**config.mk**
```make
export PLATFORM = sky130hd
export DESIGN_NAME = rv32i_lsu
export DESIGN_NICKNAME = d
export VERILOG_FILES = /design/src/rtl/rv32i_lsu_pkg.sv /design/src/rtl/rv32i_load_aligner.sv /design/src/rtl/rv32i_lsu.sv
export SDC_FILE = /design/constraint.sdc
export NUM_CORES = 1
export LEC_CHECK = 0
export CORE_ASPECT_RATIO = 0.7
export CORE_MARGIN = 2
export CORE_UTILIZATION = 50
export DETAILED_ROUTE_END_ITERATION = 10
export MAX_ROUTING_LAYER = met4
export PLACE_DENSITY = 0.86
export SETUP_SLACK_MARGIN = 0.5
export SLEW_MARGIN = 10
export SYNTH_ARGS = -nofsm -noshare
export SYNTH_HDL_FRONTEND = slang
export SYNTH_SLANG_ARGS = --single-unit
```
**constraint.sdc**
```tcl
create_clock -name clk -period 5.4 [get_ports clk]
set_input_delay 1.08 -clock clk [delete_from_list [all_inputs] [get_ports clk]]
set_output_delay 1.08 -clock clk [all_outputs]
set_load 0.02 [all_outputs]
```
**src/rtl/rv32i_lsu_pkg.sv**
```systemverilog
// Shared types and decode helpers for the RV32I load/store unit.
package rv32i_lsu_pkg;

    typedef enum logic [4:0] {
        LUI, AUIPC, JAL, JALR, BEQ, BNE, ADDI, ADD, SUB, XORI,
        LB, LH, LW, LBU, LHU, SB, SH, SW, FENCE, ECALL
    } RV32I_INSTRUCTION_MNEMONIC_t;

    typedef enum logic [1:0] {IDLE, REQ, WAIT_RVALID, DONE} lsu_state_t;

    typedef logic [3:0] mem_be_t;

    function automatic logic is_load(input RV32I_INSTRUCTION_MNEMONIC_t mn);
        return (mn == LB) || (mn == LH) || (mn == LW) || (mn == LBU) || (mn == LHU);
    endfunction

    function automatic logic is_store(input RV32I_INSTRUCTION_MNEMONIC_t mn);
        return (mn == SB) || (mn == SH) || (mn == SW);
    endfunction

    function automatic logic is_mem(input RV32I_INSTRUCTION_MNEMONIC_t mn);
        return is_load(mn) || is_store(mn);
    endfunction

    // Byte accesses can never trap; halves need bit 0 clear, words need both low bits clear.
    function automatic logic is_misaligned(input RV32I_INSTRUCTION_MNEMONIC_t mn,
                                           input logic [1:0] addr_lo);
        case (mn)
            LH, LHU, SH: return addr_lo[0];
            LW, SW:      return |addr_lo;
            default:     return 1'b0;
        endcase
    endfunction

endpackage

```
**src/rtl/rv32i_load_aligner.sv**
```systemverilog
// Extracts and sign/zero-extends the addressed byte/half from a load word; pure combinational.
// No state, no handshake: result follows rdata, addr_lo and mnemonic in the same cycle.
module rv32i_load_aligner
    import rv32i_lsu_pkg::*;
#(
    parameter int XLEN = 32
) (
    input  logic [XLEN-1:0]              rdata,
    input  logic [1:0]                   addr_lo,
    input  RV32I_INSTRUCTION_MNEMONIC_t  mnemonic,
    output logic [XLEN-1:0]              result
);

    logic [7:0]  byte_val;
    logic [15:0] half_val;

    always_comb begin
        byte_val = rdata[{addr_lo, 3'b000} +: 8];
        half_val = rdata[{addr_lo[1], 4'b0000} +: 16];
        case (mnemonic)
            LB:      result = {{(XLEN-8){byte_val[7]}}, byte_val};
            LBU:     result = {{(XLEN-8){1'b0}}, byte_val};
            LH:      result = {{(XLEN-16){half_val[15]}}, half_val};
            LHU:     result = {{(XLEN-16){1'b0}}, half_val};
            default: result = rdata;
        endcase
    end

endmodule

```
**src/rtl/rv32i_lsu.sv**
```systemverilog
// RV32I load/store unit: req/gnt/rvalid data-memory FSM with lane steering, alignment trap, timeout.
// Latency store 3, load 4, misaligned 2 cycles; core is stalled until lsu_done, mem_req held until mem_gnt.
module rv32i_lsu
    import rv32i_lsu_pkg::*;
#(
    parameter int XLEN    = 32,
    parameter int TIMEOUT = 255
) (
    input  logic                         clk,
    input  logic                         rst_n,
    input  logic                         lsu_valid,
    input  RV32I_INSTRUCTION_MNEMONIC_t  mnemonic,
    input  logic [XLEN-1:0]              lsu_addr,
    input  logic [XLEN-1:0]              lsu_wdata,
    output logic                         lsu_stall,
    output logic                         lsu_done,
    output logic [XLEN-1:0]              lsu_rdata,
    output logic                         lsu_misaligned,
    output logic                         lsu_bus_err,
    output logic                         mem_req,
    output logic                         mem_we,
    output mem_be_t                      mem_be,
    output logic [XLEN-1:0]              mem_addr,
    output logic [XLEN-1:0]              mem_wdata,
    input  logic                         mem_gnt,
    input  logic                         mem_rvalid,
    input  logic [XLEN-1:0]              mem_rdata
);

    localparam logic [15:0] TO_LIMIT = 16'(TIMEOUT);

    lsu_state_t                   state;
    logic [15:0]                  cnt;
    logic [15:0]                  cnt_nxt;
    logic                         timeout_hit;
    RV32I_INSTRUCTION_MNEMONIC_t  op_q;
    logic [1:0]                   lo_q;
    mem_be_t                      st_be;
    logic [XLEN-1:0]              st_wdata;
    logic [XLEN-1:0]              ld_result;

    assign lsu_stall   = lsu_valid & is_mem(mnemonic) & ~lsu_done;
    assign cnt_nxt     = cnt + 16'd1;
    // Expiry is judged on the count this cycle would reach, so TIMEOUT cycles are spent waiting.
    assign timeout_hit = (TIMEOUT != 0) && (cnt_nxt == TO_LIMIT);

    always_comb begin
        st_be    = 4'hF;
        st_wdata = lsu_wdata;
        case (mnemonic)
            SB: begin
                st_be    = mem_be_t'(4'b0001 << lsu_addr[1:0]);
                st_wdata = {4{lsu_wdata[7:0]}};
            end
            SH: begin
                st_be    = lsu_addr[1] ? 4'b1100 : 4'b0011;
                st_wdata = {2{lsu_wdata[15:0]}};
            end
            default: ;
        endcase
    end

    rv32i_load_aligner #(.XLEN(XLEN)) u_aligner (
        .rdata    (mem_rdata),
        .addr_lo  (lo_q),
        .mnemonic (op_q),
        .result   (ld_result)
    );

    always_ff @(posedge clk or negedge rst_n) begin
        if (!rst_n) begin
            state          <= IDLE;
            cnt            <= '0;
            op_q           <= ADD;
            lo_q           <= '0;
            lsu_done       <= 1'b0;
            lsu_rdata      <= '0;
            lsu_misaligned <= 1'b0;
            lsu_bus_err    <= 1'b0;
            mem_req        <= 1'b0;
            mem_we         <= 1'b0;
            mem_be         <= '0;
            mem_addr       <= '0;
            mem_wdata      <= '0;
        end else begin
            lsu_done       <= 1'b0;
            lsu_misaligned <= 1'b0;
            lsu_bus_err    <= 1'b0;
            case (state)
                IDLE: begin
                    if (lsu_valid && is_mem(mnemonic)) begin
                        op_q <= mnemonic;
                        lo_q <= lsu_addr[1:0];
                        cnt  <= '0;
                        if (is_misaligned(mnemonic, lsu_addr[1:0])) begin
                            state          <= DONE;
                            lsu_done       <= 1'b1;
                            lsu_misaligned <= 1'b1;
                            lsu_rdata      <= '0;
                        end else begin
                            state     <= REQ;
                            mem_req   <= 1'b1;
                            mem_we    <= is_store(mnemonic);
                            mem_be    <= is_store(mnemonic) ? st_be : 4'hF;
                            mem_addr  <= {lsu_addr[XLEN-1:2], 2'b00};
                            mem_wdata <= is_store(mnemonic) ? st_wdata : '0;
                        end
                    end
                end
                REQ: begin
                    // A grant in the expiry cycle still completes the access.
                    if (mem_gnt) begin
                        mem_req <= 1'b0;
                        cnt     <= '0;
                        if (is_store(op_q)) begin
                            state     <= DONE;
                            lsu_done  <= 1'b1;
                            lsu_rdata <= '0;
                        end else begin
                            state <= WAIT_RVALID;
                        end
                    end else if (timeout_hit) begin
                        mem_req     <= 1'b0;
                        cnt         <= '0;
                        state       <= DONE;
                        lsu_done    <= 1'b1;
                        lsu_bus_err <= 1'b1;
                        lsu_rdata   <= '0;
                    end else begin
                        cnt <= cnt_nxt;
                    end
                end
                WAIT_RVALID: begin
                    if (mem_rvalid) begin
                        cnt       <= '0;
                        state     <= DONE;
                        lsu_done  <= 1'b1;
                        lsu_rdata <= ld_result;
                    end else if (timeout_hit) begin
                        cnt         <= '0;
                        state       <= DONE;
                        lsu_done    <= 1'b1;
                        lsu_bus_err <= 1'b1;
                        lsu_rdata   <= '0;
                    end else begin
                        cnt <= cnt_nxt;
                    end
                end
                DONE: begin
                    cnt   <= '0;
                    state <= IDLE;
                end
                default: state <= IDLE;
            endcase
        end
    end

endmodule
```
Yosys cells after proc, flatten, opt, wreduce, memory -nomap -nowiden
Cells that the tools add are included.

Flip-flop bits (word level): 128. Input bits: 106. Output and inout port bits: 106.

$add $sub $neg: 1. Equality and inequality tests: 24. Shift operators: 3. Mux-type cells: 44. Bitwise gates (word level): 4. Reductions and logical operators: 20.

Operators by type and width (number): 32-bit 2-to-1 mux (7); 32-bit one-hot mux with 4 select lines (1); 32-bit one-hot mux with 3 select lines (1); 16-bit 2-to-1 mux (4); 16-bit one-hot mux with 4 select lines (1); 32-bit one-hot mux with 2 select lines (1); 5-bit by 4-bit == test with 1-bit output, second input constant (11); 32-bit by 6-bit variable part select with 16-bit output (1); 32-bit by 6-bit variable part select with 8-bit output (1); 5-bit == test, second input constant (4); 16-bit by 1-bit adder with 16-bit output, second input constant (1); 16-bit by 8-bit == test with 1-bit output, second input constant (1); 1-bit 2-to-1 mux (16); 2-bit 2-to-1 mux (5); 1-bit logical OR (9); 4-bit 2-to-1 mux (2); 2-bit one-hot mux with 4 select lines (1); 4-bit one-hot mux with 2 select lines (1); 4-bit AND reduction (2); 2-bit inequality test, second input constant (3); 3-bit inequality test, second input constant (2); 1-bit one-hot mux with 2 select lines (3); 2-bit == test, second input constant (2); 2-bit OR reduction (2); other kinds (12) (14).

Depth between registers and ports, before layout
Depth after elaboration: 12. Mapped depth: 10. Gate-level depth less buffers: 9.

Hierarchy
Synthesis repeated with hierarchy kept, for this count alone.

Cell total of the unflattened synthesis: 766. Area, all modules: 7110.6 um2.

By module, submodules not included: rv32i_lsu (times used 1, cells each 655, area each 6419.9 um2, sequential area each 3206.8 um2); rv32i_load_aligner (times used 1, cells each 111, area each 690.7 um2, sequential area each 0.0 um2).

Worst setup path before layout
No wires, ideal clock.

Path type: input-to-reg. Start: input port mnemonic[1]. End: register lsu_rdata[22]. Library setup time: 75 ps. Arrival: 2921 ps. Required time: 5325 ps. Path slack: 2404 ps. Cell stages on the path: 9. Buffers on the path: 3. Cell sequence: nor4b_4 > o21ai_2 > and2_1 > buf_6 > a2111o_1 > or2_1 > buf_6 > buf_6 > o2bb2ai_2.

Cells in the longest elaborated chain, start to end: 9.

Ends and longest elaborated chain: start, declared (RTL line rv32i_lsu.sv:12) `input RV32I_INSTRUCTION_MNEMONIC_t mnemonic,`; parallel branches: the longest is 8 deep, another holds 5-bit by 4-bit == test with 1-bit output; 4-bit AND reduction (no line) *; end signal, assigned (RTL line rv32i_lsu.sv:138) `lsu_rdata <= ld_result;`; end, declared (RTL line rv32i_lsu.sv:17) `output logic [XLEN-1:0] lsu_rdata,`.

Every way passes the cells marked *. The select of a mux whose other input is x is not followed. A chain may end at the register's enable or synchronous reset.

Worst setup path in the final report
Start: input port mnemonic[1]. End: output port lsu_stall.

Cells in the longest elaborated chain, start to end: 8.

Ends and longest elaborated chain: 5-bit by 4-bit == test with 1-bit output (RTL line rv32i_lsu_pkg.sv:14) `return (mn == LB) || (mn == LH) || (mn == LW) || (mn == LBU) || (mn == LHU);`; 1-bit logical OR (4 in series) (RTL line rv32i_lsu_pkg.sv:14); 1-bit logical OR * (RTL line rv32i_lsu_pkg.sv:22) `return is_load(mn) || is_store(mn);`; 1-bit bitwise AND * (2 in series) (RTL line rv32i_lsu.sv:42) `assign lsu_stall = lsu_valid & is_mem(mnemonic) & ~lsu_done;`; end, declared (RTL line rv32i_lsu.sv:15) `output logic lsu_stall,`.

Every way passes the cells marked *; elsewhere a longest branch is shown, timed or not.

==> results <==
- The flow ran to the end, and the final reports show no timing, DRC or antenna violations.
- In the synthesized netlist the async set-or-reset flop fraction comes to 1.00.
- The Yosys step of the flow raised 0 warnings.
- Measured against its own limit, the worst slew margin works out to 0.377.
- The maximum clock frequency is 246 MHz.
- The violation count after the first detailed-routing iteration is 466.
- STA puts the critical path data arrival time at 2990 ps.
- The die is 139 um wide.
- Of the total synthesized cell area, the portion taken by AND, OR, NAND and NOR gates is 0.190.
- A synthesized cell averages 9.50 um^2.
- For this design the ratio of total power to cell area is 472 nW/um^2.
- The clock passes through at most 2 buffers.
- The mapped netlist covers 6400 um^2.
- The initial antenna violation count was 0.
- Across all hold checks on the routed design, the worst slack comes to 476 ps.
- Dividing the detail-routed via count by the number of cells gives 5.75.
- Synthesis instantiated 59 different standard cells from the library.
- The number of antenna-violating nets in the routed design is 0.
- Leaving out fill and tap cells, the most frequent cell in the layout is sky130_fd_sc_hd__clkdlybuf4s50_1.
- The overall die height is 98.7 um.
- The post-CTS clock slew at the launch and capture registers of the worst setup and hold paths is 60 ps.
- The synthesis-stage register bit count is 128.
- The critical path goes through clkdlybuf4s50_1, nor4b_4, o21ai_2, nor2_1, clkdlybuf4s50_1.
- In this run, synthesis inferred 0 flip-flops with an integrated enable.
- The setup slack of the most critical reg-to-reg path is 2260 ps.
- Compared with the post-synthesis result, the final layout area differs by 43.6%.
- The critical path endpoint category is a primary output.
- The number of cell instances on the worst register-to-register path is 9.
- The share of synthesized cell area in full adder, half adder and majority cells is 0.0172.
- In this run the count of I/O pins placed on the die edge is 212.
- The xor/xnor cell area share of the yosys netlist is 0.00547.
- The all-layer global routing usage is 0.285.
- After detailed routing, the total wire length is 18700 um.
- The largest driver fanout on the critical path is 6.
- Setup repair after global routing left no endpoint under its margin.
- The most numerous cell type found on the critical path is sky130_fd_sc_hd__clkdlybuf4s50_1.
- In the final layout, the share of cells above drive strength 1 is 0.0813.
- For this design, the CTS-stage hold fixing added 0 buffers.
- The end of the worst hold path is mem_addr[23].
- The initial core utilization is 0.514.
- The final layout contains 987 nets.
- Dividing the detail-routed wire length by the instance count gives 17.9 um.
- The tree is rooted in a sky130_fd_sc_hd__clkbuf_16.
- The count of instances resized after the clock tree is built is 0.
- Data on the critical path is required at its endpoint by 4320 ps.
- The area of the core region is 12500 um^2.
- In the finished design, the share of the clock period the worst path needs comes to 0.754.
- The setup TNS is 0 ps.
- The H-tree was split into 4 levels.
- The via count of the routed design is 6031.
- The CTS tree is built.
- Entering global routing, the biggest net connects 64 pins.
- Across the run, the number of max-cap violations was 0.
- The diode insertion count for antenna repair is 0.
- The congestion estimate from routability-driven global placement came to 0.933.
- The launch instance of the worst register-to-register path is cnt[1].
- In the layout the commonest cells are 208 x sky130_fd_sc_hd__clkdlybuf4s50_1, 135 x sky130_fd_sc_hd__nand2_1, 125 x sky130_fd_sc_hd__dfrtp_1, 65 x sky130_fd_sc_hd__o21ai_0, 59 x sky130_fd_sc_hd__nor2_1.
- The synthesized-area fraction occupied by ao, oa, aoi and oai cells is 0.219.
- Detailed placement ended at an HPWL of 13500 um.
- The worst register-to-register path ends at lsu_rdata[26].
- The number of endpoints with negative hold slack in the final report is 0.
- For this design the static power due to leakage is 0.00403 uW.
- Among all flip-flop cells after synthesis, the most frequent one is sky130_fd_sc_hd__dfrtp_1.
- The number of global-route vias before repair is 5950.
- The first detailed-routing pass ran for 5 iterations.
- The clock latency of the later-clocked register in the worst-skew pair is 410 ps.
- Of the synthesized area, sequential elements account for 0.501.
- The setup-violating endpoint count in the final report is 0.
- By startpoint and endpoint, the worst setup path is classified as primary input to primary output.
- The worst-case clock skew is 13.8 ps.
- The final critical path time including I/O delays and setup is 4070 ps.
- The total count of max-transition violations in the final report is 0.
- TritonCTS created 17 clock buffers.
- Across the VDD grid, the largest voltage drop is 0.420 mV.
- At the pin with the least slew margin, the transition time is 930 ps.
- The path class of the tightest hold or removal check is flip-flop to flip-flop.
- Global routing finished with a remaining overflow of 0.
- In the routed design, unresolved DRC markers number 0.
- The master of the slowest instance on the critical path is sky130_fd_sc_hd__clkdlybuf4s50_1.
- The CTS sink count is 128.
- Synthesis handed over a netlist of 674 instances.
- After synthesis, the largest family of logic cells by area is compound AO/OA/AOI/OAI gates.
- After synthesis, the share of cell area in mux cells is 0.0315.
- The first global-routing pass estimated 30600 um of wire.
- The kind of start point of the critical path is a primary input.
- The cell depth of the worst hold path is 2.
- In this run the core area contains 34 standard-cell rows.
- The count of buffers added on input and output ports is 209.
- The largest single stage delay on the critical path is 620 ps.
- The die covers 13700 um^2.
- Buffers added to address setup during post-CTS repair amount to 0.
- The worst hold path begins at mem_addr[23].
report_power, final:
part	leakage, uW	total, uW	switching [uW]	internal (uW)
registers	0.00170	1420	194	1220
logic	0.00204	1750	999	754
clock network	0.000292	1170	453	714
total	0.00403	4330	1650	2690
cell type report:
type,instances,area (um^2)
clock buffers,19,453
clock inverters,13,153
fillers,848,3270
inverters,12,45.0
multi-input cells,496,2970
flip-flops and latches,128,3210
well taps,162,203
repair buffers,218,2160
state kept, by name, indices dropped and copies added (netlist names), 2 cells and up:
signal,count
cnt,16
lo_q,2
lsu_rdata,32
mem_addr,30
mem_be,4
mem_wdata,32
op_q,5
state,2
metrics by stage:
step / power (uW) / setup slack, ps / cells / utilization / cell area [um^2]
global placement: 3080 / 1320 / 1016 / 0.689 / 8590
global route: 4550 / 1240 / 1048 / 0.737 / 9190
finish: 4330 / 1330 / 1048 / 0.737 / 9190
floorplan: 2390 / 2400 / 675 / - / 6400
CTS: 4340 / 1330 / 1048 / 0.737 / 9190
detailed placement: 3160 / 1140 / 1016 / 0.689 / 8590
Yosys cell counts (3+ instances only):
library cell                number  share of area
sky130_fd_sc_hd__dfrtp_1       125           0.49
sky130_fd_sc_hd__o2bb2ai_2      10          0.023
sky130_fd_sc_hd__a21oi_1        14          0.011
sky130_fd_sc_hd__nand3_1        17          0.013
sky130_fd_sc_hd__o31ai_1         4         0.0047
sky130_fd_sc_hd__buf_6           3         0.0053
sky130_fd_sc_hd__o211ai_1        3         0.0035
sky130_fd_sc_hd__ha_1            8          0.016
sky130_fd_sc_hd__a22oi_1        14          0.016
sky130_fd_sc_hd__mux2i_1        10          0.016
sky130_fd_sc_hd__buf_2           6         0.0047
sky130_fd_sc_hd__o21bai_1        3         0.0035
sky130_fd_sc_hd__nor2b_1        13          0.013
sky130_fd_sc_hd__nor3_1         10         0.0078
sky130_fd_sc_hd__inv_1          11         0.0065
sky130_fd_sc_hd__a22o_1         24          0.033
sky130_fd_sc_hd__buf_1           3         0.0018
sky130_fd_sc_hd__xor2_1          3         0.0041
sky130_fd_sc_hd__nor2_1         59          0.035
sky130_fd_sc_hd__nand2b_1        5         0.0049
sky130_fd_sc_hd__and4_1          5         0.0068
sky130_fd_sc_hd__nand4_1         6         0.0059
sky130_fd_sc_hd__a31oi_1         7         0.0068
sky130_fd_sc_hd__nand2_1       135          0.079
sky130_fd_sc_hd__o2bb2ai_1      22          0.030
sky130_fd_sc_hd__a221oi_1       10          0.014
sky130_fd_sc_hd__o21ai_0        65          0.051
sky130_fd_sc_hd__clkbuf_1       25          0.015
sky130_fd_sc_hd__dfstp_2         3          0.012
sky130_fd_sc_hd__mux2_2          7          0.012
sky130_fd_sc_hd__and3_1          5         0.0049
worst max path at each step:
| stage | from | to | slack, ps |
|---|---|---|---|
| final | mnemonic[1] | lsu_stall | 1330 |
| after global routing | mnemonic[1] | lsu_stall | 1240 |
| after CTS | mnemonic[1] | lsu_stall | 1330 |
| after detailed placement | mnemonic[1] | lsu_rdata[21] | 1140 |
| after global placement | mnemonic[1] | lsu_rdata[20] | 1320 |
| after floorplan | mnemonic[1] | lsu_rdata[22] | 2400 |
cells by family (layout without fill, tap and decap cells):
kind of cell,after synthesis,after routing
compound gates,193,193
xor+xnor,4,4
fa+ha+maj,9,9
buf+inv,51,262
flops,128,128
mux,18,18
other cells,1,2
simple gates,270,270
worst max-delay path, delay by kind of cell:
family | cells | cell delay [ps]
compound gates | 1 | 160
buf+inv | 2 | 1150
simple gates | 2 | 590
metal layers:
layer / global-route usage / share of wire
met1: 0.372 / 0.43
met2: 0.442 / 0.48
met3: 0.0763 / 0.082
met4: 0.0831 / 0.013
met5: - / 0
Power figures use the tool's default switching activity.
